[config.mk]
export PLATFORM = sky130hd
export DESIGN_NAME = bist_march_controller_flat
export DESIGN_NICKNAME = d
export VERILOG_FILES = /design/src/rtl/bist_pkg.sv /design/src/rtl/bist_march_controller_if.sv /design/src/rtl/bist_addr_gen.sv /design/src/rtl/bist_march_controller.sv /design/src/flat_wrapper.sv
export SDC_FILE = /design/constraint.sdc
export NUM_CORES = 1
export LEC_CHECK = 0
export ABC_AREA = 1
export BUFFER_PORTS_ARGS = -buffer_cell sky130_fd_sc_hd__buf_4
export CORE_UTILIZATION = 47
export CTS_CLUSTER_SIZE = 10
export DETAILED_ROUTE_END_ITERATION = 12
export GPL_TIMING_DRIVEN = 0
export PLACE_DENSITY = 0.75
export SYNTH_ARGS = -nofsm -noshare
export SYNTH_HDL_FRONTEND = slang
export SYNTH_SLANG_ARGS = --single-unit
[constraint.sdc]
create_clock -name clk -period 2.1 [get_ports clk]
set_clock_uncertainty 0.15 [all_clocks]
set_input_delay 0.42 -clock clk [delete_from_list [all_inputs] [get_ports clk]]
set_output_delay 0.42 -clock clk [all_outputs]
set_load 0.005 [all_outputs]
[src/rtl/bist_pkg.sv]
// bist_pkg: FSM states and March C- element tables shared by the BIST controller
package bist_pkg;
  typedef enum logic [2:0] {IDLE, LD, RUN, DRAIN, DONE} state_t;
  localparam int NUM_ELEMS = 6;
  // bit e of each table describes element e: E0 up(w0) E1 up(r0,w1) E2 up(r1,w0) E3 dn(r0,w1) E4 dn(r1,w0) E5 up(r0)
  localparam logic [NUM_ELEMS-1:0] ELEM_UP      = 6'b100111;
  localparam logic [NUM_ELEMS-1:0] ELEM_TWO_OPS = 6'b011110;
  localparam logic [NUM_ELEMS-1:0] ELEM_RVAL    = 6'b010100;
  localparam logic [NUM_ELEMS-1:0] ELEM_WVAL    = 6'b001010;
  function automatic logic op_is_write(input logic [2:0] elem, input logic op);
    return ELEM_TWO_OPS[elem] ? op : (elem == 3'd0);
  endfunction
endpackage

[src/rtl/bist_march_controller_if.sv]
// bist_march_controller_if: single-port SRAM access bus between BIST controller and SRAM
interface bist_march_controller_if #(
  parameter int ADDR_W = 4,
  parameter int DATA_W = 8
);
  logic              mem_en;
  logic              mem_we;
  logic [ADDR_W-1:0] mem_addr;
  logic [DATA_W-1:0] mem_wdata;
  logic [DATA_W-1:0] mem_rdata;
  modport master (output mem_en, mem_we, mem_addr, mem_wdata, input mem_rdata);
  modport slave  (input mem_en, mem_we, mem_addr, mem_wdata, output mem_rdata);
endinterface

[src/rtl/bist_addr_gen.sv]
// bist_addr_gen: loadable up/down address counter with direction-aware terminal count
module bist_addr_gen #(
  parameter int ADDR_W = 4,
  parameter int DEPTH  = 2**ADDR_W
) (
  input  logic              clk,
  input  logic              rst,
  input  logic              ld,
  input  logic              en,
  input  logic              up,
  output logic [ADDR_W-1:0] addr,
  output logic              cout
);
  localparam logic [ADDR_W-1:0] LAST = ADDR_W'(DEPTH - 1);
  always_ff @(posedge clk or posedge rst)
    if (rst) addr <= '0;
    else if (ld) addr <= up ? '0 : LAST;
    else if (en) addr <= up ? addr + 1'b1 : addr - 1'b1;
  assign cout = up ? (addr == LAST) : (addr == '0);
endmodule

[src/rtl/bist_march_controller.sv]
// bist_march_controller: March C- BIST sequencer/comparator; define BIST_FAIL_LOG_EN to log first failing address/element
module bist_march_controller
  import bist_pkg::*;
#(
  parameter int ADDR_W = 4,
  parameter int DEPTH  = 2**ADDR_W,
  parameter int DATA_W = 8
) (
  input  logic                    clk,
  input  logic                    rst,
  input  logic                    start,
  output logic                    NbarT,
  output logic                    ld,
  output logic                    done,
  output logic                    fail,
  output logic [ADDR_W-1:0]       fail_addr,
  output logic [2:0]              fail_elem,
  bist_march_controller_if.master mem
);
  state_t            state, state_n;
  logic [2:0]        elem, elem_n;
  logic              op, op_n, clr, last_op, cout, we_n;
  logic              en_r, we_r, rd_v, rd_exp, mismatch;
  logic [ADDR_W-1:0] addr;
  logic [DATA_W-1:0] wdata_r;
  assign last_op = (op == ELEM_TWO_OPS[elem]);
  bist_addr_gen #(.ADDR_W(ADDR_W), .DEPTH(DEPTH)) u_addr_gen (
    .clk  (clk),
    .rst  (rst),
    .ld   (state == LD),
    .en   (state == RUN && last_op && !cout),
    .up   (ELEM_UP[elem]),
    .addr (addr),
    .cout (cout)
  );
  always_comb begin
    state_n = state;
    elem_n  = elem;
    op_n    = op;
    clr     = 1'b0;
    case (state)
      IDLE, DONE: if (start) begin
        state_n = LD;
        elem_n  = '0;
        op_n    = 1'b0;
        clr     = 1'b1;
      end
      LD: begin
        state_n = RUN;
        op_n    = 1'b0;
      end
      RUN: begin
        op_n = !last_op;
        if (last_op && cout) begin
          state_n = (elem == 3'(NUM_ELEMS - 1)) ? DRAIN : LD;
          elem_n  = (elem == 3'(NUM_ELEMS - 1)) ? elem : elem + 3'd1;
        end
      end
      DRAIN: state_n = DONE;
      default: state_n = IDLE;
    endcase
  end
  // outputs are decoded from the next state so every port comes straight from a flop
  assign we_n = (state_n == RUN) && op_is_write(elem_n, op_n);
  always_ff @(posedge clk or posedge rst)
    if (rst) begin
      state   <= IDLE;
      elem    <= '0;
      op      <= 1'b0;
      NbarT   <= 1'b0;
      ld      <= 1'b0;
      en_r    <= 1'b0;
      we_r    <= 1'b0;
      wdata_r <= '0;
      done    <= 1'b0;
    end else begin
      state   <= state_n;
      elem    <= elem_n;
      op      <= op_n;
      NbarT   <= state_n inside {LD, RUN, DRAIN};
      ld      <= (state_n == LD);
      en_r    <= (state_n == RUN);
      we_r    <= we_n;
      wdata_r <= we_n ? {DATA_W{ELEM_WVAL[elem_n]}} : '0;
      done    <= (state_n == DONE);
    end
  assign mem.mem_en    = en_r;
  assign mem.mem_we    = we_r;
  assign mem.mem_addr  = addr;
  assign mem.mem_wdata = wdata_r;
  // read data returns one cycle after issue, so expected background is delayed to meet it
  assign mismatch = rd_v && (mem.mem_rdata != {DATA_W{rd_exp}});
  always_ff @(posedge clk or posedge rst)
    if (rst) begin
      rd_v   <= 1'b0;
      rd_exp <= 1'b0;
      fail   <= 1'b0;
    end else begin
      rd_v   <= en_r && !we_r;
      rd_exp <= ELEM_RVAL[elem];
      fail   <= clr ? 1'b0 : (fail || mismatch);
    end
`ifdef BIST_FAIL_LOG_EN
  logic [ADDR_W-1:0] rd_addr;
  logic [2:0]        rd_elem;
  always_ff @(posedge clk or posedge rst)
    if (rst) begin
      rd_addr   <= '0;
      rd_elem   <= '0;
      fail_addr <= '0;
      fail_elem <= '0;
    end else begin
      rd_addr <= addr;
      rd_elem <= elem;
      if (clr) begin
        fail_addr <= '0;
        fail_elem <= '0;
      end else if (mismatch && !fail) begin
        fail_addr <= rd_addr;
        fail_elem <= rd_elem;
      end
    end
`else
  assign fail_addr = '0;
  assign fail_elem = '0;
`endif
endmodule
[src/flat_wrapper.sv]
// flat-port wrapper written by rule: the top's interface ports become plain ports
module bist_march_controller_flat import bist_pkg::*;
#(
  parameter int ADDR_W = 4,
  parameter int DEPTH  = 2**ADDR_W,
  parameter int DATA_W = 8
)
  (clk, rst, start, NbarT, ld, done, fail, fail_addr, fail_elem, mem_mem_en, mem_mem_we, mem_mem_addr, mem_mem_wdata, mem_mem_rdata);
  bist_march_controller_if #(.ADDR_W(ADDR_W), .DATA_W(DATA_W)) mem_i ();
  input  logic clk;
  input  logic rst;
  input  logic start;
  output logic NbarT;
  output logic ld;
  output logic done;
  output logic fail;
  output logic [ADDR_W-1:0] fail_addr;
  output logic [2:0] fail_elem;
  output wire logic [$bits(mem_i.mem_en)-1:0] mem_mem_en;
  output wire logic [$bits(mem_i.mem_we)-1:0] mem_mem_we;
  output wire logic [$bits(mem_i.mem_addr)-1:0] mem_mem_addr;
  output wire logic [$bits(mem_i.mem_wdata)-1:0] mem_mem_wdata;
  input wire logic [$bits(mem_i.mem_rdata)-1:0] mem_mem_rdata;
  assign mem_mem_en = mem_i.mem_en;
  assign mem_mem_we = mem_i.mem_we;
  assign mem_mem_addr = mem_i.mem_addr;
  assign mem_mem_wdata = mem_i.mem_wdata;
  assign mem_i.mem_rdata = mem_mem_rdata;
  bist_march_controller #(.ADDR_W(ADDR_W), .DEPTH(DEPTH), .DATA_W(DATA_W)) u_core (.clk(clk), .rst(rst), .start(start), .NbarT(NbarT), .ld(ld), .done(done), .fail(fail), .fail_addr(fail_addr), .fail_elem(fail_elem), .mem(mem_i));
endmodule
==> results.yml, run 1 <==
yosys:
  synthCells: 169
  synth_top_cells_by_count: "26 x nand2_1, 23 x inv_1, 20 x dfrtp_1"
  ys_async_sr_fraction: 1.00
  yosys_warnings: 0
  synth_fa_ha_area_frac: 0.0683
  synth_top_family_by_area: "simple AND/OR/NAND/NOR gates"
  avgSynthCellArea_um2: 8.23
  synth-simple-area-share: 0.309
  synth_compound_area_frac: 0.0719
  synth_edf_count: 0
  ys_seq_elements: 20
  ys_seq_area_frac: 0.360
  synth.most_common_cell: "nand2_1"
  synthDistinctLibCells: 29
  synth.area.mux_share: 0
  syn_area_um2: 1390
  yosys-top-cells-area: "dfrtp_1 36%, buf_4 7.6%, nand2_1 7.0%"
  synth_ff_type: "dfrtp_1"
  synth_xor_area_frac: 0.0315
  yosysTopAreaCell: "dfrtp_1"
  synth_top_area_share: 0.360
sta:
  rsz0062_at_grt: "true"
  slew_headroom: 0.478
  setup_tns_ns: 0
  min_period_ns: 2.10
  fmax_ghz: 0.477
  layout_setup_ws_ns: 0.00492
  worst_pin_slew_ns: 0.782
  setup_viol: 0
  fin_crit_sh: 0.998
  slew_violations: 0
  whs_ns: 0.0884
  hold_violations: 0
setup_path:
  cp_slowest_stage_delay_ns: 0.46
  ff2ff_setup_slack_ns: 0.005
  crit_fanout: 5
  rr_startpoint: "u_core.elem[0]$_DFF_PP0_"
  cp.arrival_ns: 2.19
  crit_type: "flop to flop"
  crit_chain: "buf_8 -> nand2_8 -> inv_4 -> nor2_4 -> ha_4 -> nand2_4 -> nor2_4 -> a211oi_4 -> xor2_1 -> a21oi_1 -> a21oi_1"
  crit_family: "compound AO/OA/AOI/OAI gates"
  crit_buf_inv: 2
  startpoint_type: "flop"
  end_kind: "flop"
  reg2reg_to: "u_core.u_addr_gen.addr[3]$_DFFE_PP0P_"
  worstSetupPathDepth: 11
  cp_slowest_cell: "dfrtp_2"
  required_ns: 2.20
  r2r_cells: 11
cells_and_area:
  final_core_util: 0.678
  n_antenna_cell: 0
  drive_gt1_frac: 0.453
  area_growth_pct: 35.5
  final_nets: 233
global_route:
  grt_overflow: 0
  grt_pass1_vias: 1172
  grt_use_total: 0.208
  grt_max_degree: 21
  grt_pass1_wl_um: 5150
  antenna_found_initial: 0
cts:
  cts_buffer_depth: 2
  cts_tree: "yes"
  clock-sinks: 20
  h-tree-depth: 1
  holdBufCountCts: 0
  ctsRootBufferMaster: "clkbuf_4"
  cts_buffers: 3
  cts.clk_slew.worst_paths_ns: 0.12
  clk_latency_ns: 0.31
detailed_routing:
  vias_per_cell: 5.09
  dr_total_vias: 1248
  routed_wl_um: 3300
  dr.pass1.iters: 4
  drtIter0Drc: 59
  post_drt_wl_per_cell_um: 13.5
  drtAntennaViolNets: 0
  route.detailed.drc: 0
die:
  die_y_um: 56.4
  rows: 19
  initial_core_util: 0.500
  ios: 36
  die_w_um: 56.4
  die_area_um2: 3180
  core-area_um2: 2780
worst_hold_path:
  hp-class: "input port to asynchronous set/reset pin"
power:
  p_leak_nw: 0.992
  ir_drop_mv: 0.760
  powerDensity_nw_per_um2: 1060
  finalPower_mw: 1.99
place:
  dp_worst_setup_slack_ns: -0.287
  portBuffers: 28
  routabilityCongestion: 0.848
  dpl.hpwl_um: 2260
status:
  status: "finished, final reports clean"
flow_run:
  maxCapViolations: 0
worst max-delay path by stage:
stage | endpoint | start | slack (ns)
global route | u_core.u_addr_gen.addr[3]$_DFFE_PP0P_ | u_core.elem[0]$_DFF_PP0_ | -0.14
floorplan | u_core.u_addr_gen.addr[3]$_DFFE_PP0P_ | u_core.elem[0]$_DFF_PP0_ | 0.01
CTS | u_core.mem.mem_wdata[6]$_DFF_PP0_ | u_core.elem[0]$_DFF_PP0_ | 0.04
global placement | u_core.u_addr_gen.addr[3]$_DFFE_PP0P_ | u_core.elem[0]$_DFF_PP0_ | -0.15
detailed placement | u_core.u_addr_gen.addr[3]$_DFFE_PP0P_ | u_core.elem[0]$_DFF_PP0_ | -0.29
finish | u_core.u_addr_gen.addr[3]$_DFFE_PP0P_ | u_core.elem[0]$_DFF_PP0_ | 0.005
flip-flops by register name (all words and copies together), names as in the netlist:
name / flops
u_core.done: 1
u_core.mem.mem_wdata: 1
u_core.mem.mem_we: 1
u_core.NbarT: 1
u_core.fail: 1
u_core.elem: 3
u_core.rd_v: 1
u_core.ld: 1
u_core.mem.mem_en: 1
u_core.u_addr_gen.addr: 4
u_core.op: 1
u_core.state: 3
u_core.rd_exp: 1
kinds of logic after synthesis:
logic type,after synthesis
DFF,20
buffers and inverters,42
adders and majority gates,7
AOI/OAI and AO/OA,15
xor gates and xnor gates,5
and+or+nand+nor,79
other,1
layout by cell type, fill, tap and decap left out, types with 2 or more instances in the layout:
master	n
o21ai_0	2
a21oi_1	6
nor2_4	3
buf_6	2
nor2_2	2
nand3_1	7
nor2_1	14
inv_4	2
ha_4	4
ha_1	2
clkbuf_4	3
o21ai_2	2
nand3_2	7
xor2_1	4
nand2_2	10
buf_4	47
o221ai_1	2
dfrtp_1	19
nand2_1	22
conb_1	7
inv_2	3
inv_1	22
nand2_4	5
nand4_1	4
layout make-up:
class,count,area (um^2)
Sequential cell,20,502
Multi-Input combinational cell,113,812
Clock buffer,4,36.3
Tap cell,31,38.8
Inverter,27,106
Timing Repair Buffer,35,274
Buffer,15,116
Fill cell,219,896
layer usage:
metal / global-route usage / routed length [um] / vias to the layer above
met5: 0 / 0 / -
met4: 0.105 / 158 / 0
met3: 0.0253 / 235 / 16
met2: 0.345 / 1670 / 62
met1: 0.267 / 1240 / 568
li1: - / - / 602
per-stage QoR:
stage               instance area [um^2]  cells
floorplan                           1410    175
finish                              1890    245
CTS                                 1740    239
detailed placement                  1660    234
global route                        1890    245
global placement                    1660    234
report_power, final:
part / switching [mW] / total, mW / internal [mW] / leakage [nW]
clock: 0.129 / 0.235 / 0.106 / 0.0210
sequential: 0.119 / 0.635 / 0.516 / 0.260
combinational: 0.642 / 1.12 / 0.481 / 0.710
timing repair:
item | CTS | global route
resized for setup | 7 | 21
endpoints found under the setup margin | 3 | 5
pin swaps | 2 | 16
cloned | 0 | 0
setup buffers | 1 | 6
Note: power is estimated with default switching activity, not from simulation.
==> run 2: changes to the inputs <==
CTS_BUF_LIST = sky130_fd_sc_hd__clkbuf_16   (was default)
==> run 2 against run 1 <==
  * Sequential cell count is the same
  * Hold slack gained 0.074 ns
  * Via count shrank 1.8%
  * Critical path depth grew 2
  * Global-route usage shrank 0.51 points
  * Cell area grew 0.60%
  * Non-clock buffer count shrank 1
  * First-iteration DRC count grew 3.4%
  * Sequential share of layout area shrank 0.092 points
  * Core utilization grew 0.40 points
  * Routed wire length shrank 1.5%
  * Largest power group unchanged
==> results.yml, run 2 (synthesis gave the netlist of run 1 again) <==
detailed_routing:
  drtIter0Drc: 61
  dr.pass1.iters: 4
  dr_total_vias: 1226
  drtAntennaViolNets: 0
  routed_wl_um: 3250
  post_drt_wl_per_cell_um: 13.3
  route.detailed.drc: 0
  vias_per_cell: 5.02
cts:
  clock-sinks: 20
  cts_tree: "yes"
  ctsRootBufferMaster: "clkbuf_16"
  cts_buffer_depth: 2
  h-tree-depth: 1
  holdBufCountCts: 0
  cts_buffers: 3
  cts.clk_slew.worst_paths_ns: 0.06
  clk_latency_ns: 0.25
setup_path:
  crit_fanout: 5
  cp.arrival_ns: 2.11
  ff2ff_setup_slack_ns: 0.03
  cp_slowest_stage_delay_ns: 0.46
  required_ns: 2.14
  cp_slowest_cell: "dfrtp_2"
  reg2reg_to: "u_core.mem.mem_wdata[6]$_DFF_PP0_"
  rr_startpoint: "u_core.elem[0]$_DFF_PP0_"
  r2r_cells: 13
  startpoint_type: "flop"
  crit_chain: "buf_6 -> nand2_4 -> inv_4 -> nor2_4 -> buf_6 -> nand2_4 -> nand2_4 -> nand3_2 -> nand3_4 -> nand3_2 -> a21oi_2 -> nand2_2 -> nor2_2"
  end_kind: "flop"
  path_common_cell: "nand2_4"
  crit_type: "flop to flop"
sta:
  rsz0062_at_grt: "true"
  hold_violations: 0
  setup_viol: 0
  fmax_ghz: 0.483
  slew_headroom: 0.485
  min_period_ns: 2.07
  slew_violations: 0
  worst_pin_slew_ns: 0.772
  whs_ns: 0.162
  fin_crit_sh: 0.987
cells_and_area:
  layout_common_cells: "46 x buf_4, 22 x inv_1, 22 x nand2_1"
  nFillCells: 206
  area_growth_pct: 36.3
  seq_area_um2: 503
  multi_input_area_um2: 793
  final_nets: 232
  drive_gt1_frac: 0.441
  layout.cells.non_filler: 244
  n_antenna_cell: 0
  largestRegisters: "u_core.u_addr_gen.addr x4, u_core.elem x3, u_core.state x3"
  largest_reg_flops: 4
  layout_commonest_cell: "buf_4"
  top_register: "u_core.u_addr_gen.addr"
global_route:
  grt_use_total: 0.203
  grt_overflow: 0
  grt_max_degree: 21
  grt_pass1_wl_um: 5050
  antenna_found_initial: 0
  grt_pass1_vias: 1150
status:
  status: "finished, final reports clean"
die:
  die_area_um2: 3180
  die_w_um: 56.4
  die_y_um: 56.4
  core-area_um2: 2780
  initial_core_util: 0.500
  ios: 36
  rows: 19
power:
  p_leak_nw: 1.00
  powerDensity_nw_per_um2: 1100
  ir_drop_mv: 0.932
flow_run:
  maxCapViolations: 0
place:
  routabilityCongestion: 0.848
  dp_cells: 234
  portBuffers: 28
  dpl.hpwl_um: 2260
worst_hold_path:
  hp-class: "input port to asynchronous set/reset pin"
run 2: power breakdown:
part / total (mW) / internal (mW) / switching [mW]
clock network: 0.395 / 0.254 / 0.141
registers: 0.643 / 0.518 / 0.125
logic: 1.06 / 0.453 / 0.605
run 2: how the worst max path moves through the flow:
stage	slack (ns)	startpoint	cells after the start	to
after floorplan	0.01	u_core.elem[0]$_DFF_PP0_	10	u_core.u_addr_gen.addr[3]$_DFFE_PP0P_
after CTS	0.02	u_core.elem[0]$_DFF_PP0_	15	u_core.mem.mem_wdata[6]$_DFF_PP0_
after detailed placement	-0.29	u_core.elem[0]$_DFF_PP0_	10	u_core.u_addr_gen.addr[3]$_DFFE_PP0P_
final	0.03	u_core.elem[0]$_DFF_PP0_	13	u_core.mem.mem_wdata[6]$_DFF_PP0_
after global placement	-0.15	u_core.elem[0]$_DFF_PP0_	10	u_core.u_addr_gen.addr[3]$_DFFE_PP0P_
after global routing	-0.09	u_core.elem[0]$_DFF_PP0_	10	u_core.u_addr_gen.addr[3]$_DFFE_PP0P_
run 2: area by class of cell:
type,count,area share
multi-input combinational,113,0.418
clock inverter,1,0.00198
tap,31,0.0204
buffer,15,0.0613
sequential,20,0.265
timing repair buffer,34,0.139
clock buffer,3,0.0396
inverter,27,0.0547
run 2: critical path, delay by kind of cell, from the launching register on:
| family | cells | cell delay (ns) |
|---|---|---|
| simple gates | 9 | 0.90 |
| flops | 1 | 0.46 |
| buf+inv | 3 | 0.31 |
| compound gates | 1 | 0.16 |
run 2: stage by stage:
step	instance area [um^2]	power [mW]	utilization	setup slack, ns	TNS (ns)
6_report	1900	2.10	0.682	0.0278	0
5_1_grt	1900	2.25	0.682	-0.0914	-0.211
4_1_cts	1790	2.01	0.645	0.0192	0
3_5_place_dp	1660	1.57	0.598	-0.287	-0.328
3_3_place_gp	1660	1.52	0.598	-0.149	-0.149
2_1_floorplan	1410	1.26	-	0.0129	0
run 2: layer usage:
metal,vias to the layer above,GRT usage,share of wire
met5,-,0,0
met4,0,0.0836,0.0077
met3,2,0.0230,0.058
met2,44,0.350,0.52
met1,577,0.257,0.41
li1,603,-,-
run 2: timing repair:
action | in CTS | in global routing
gates resized for setup | 6 | 18
setup endpoints to repair | 3 | 3
buffers inserted | 3 | 3
pin swaps | 2 | 13
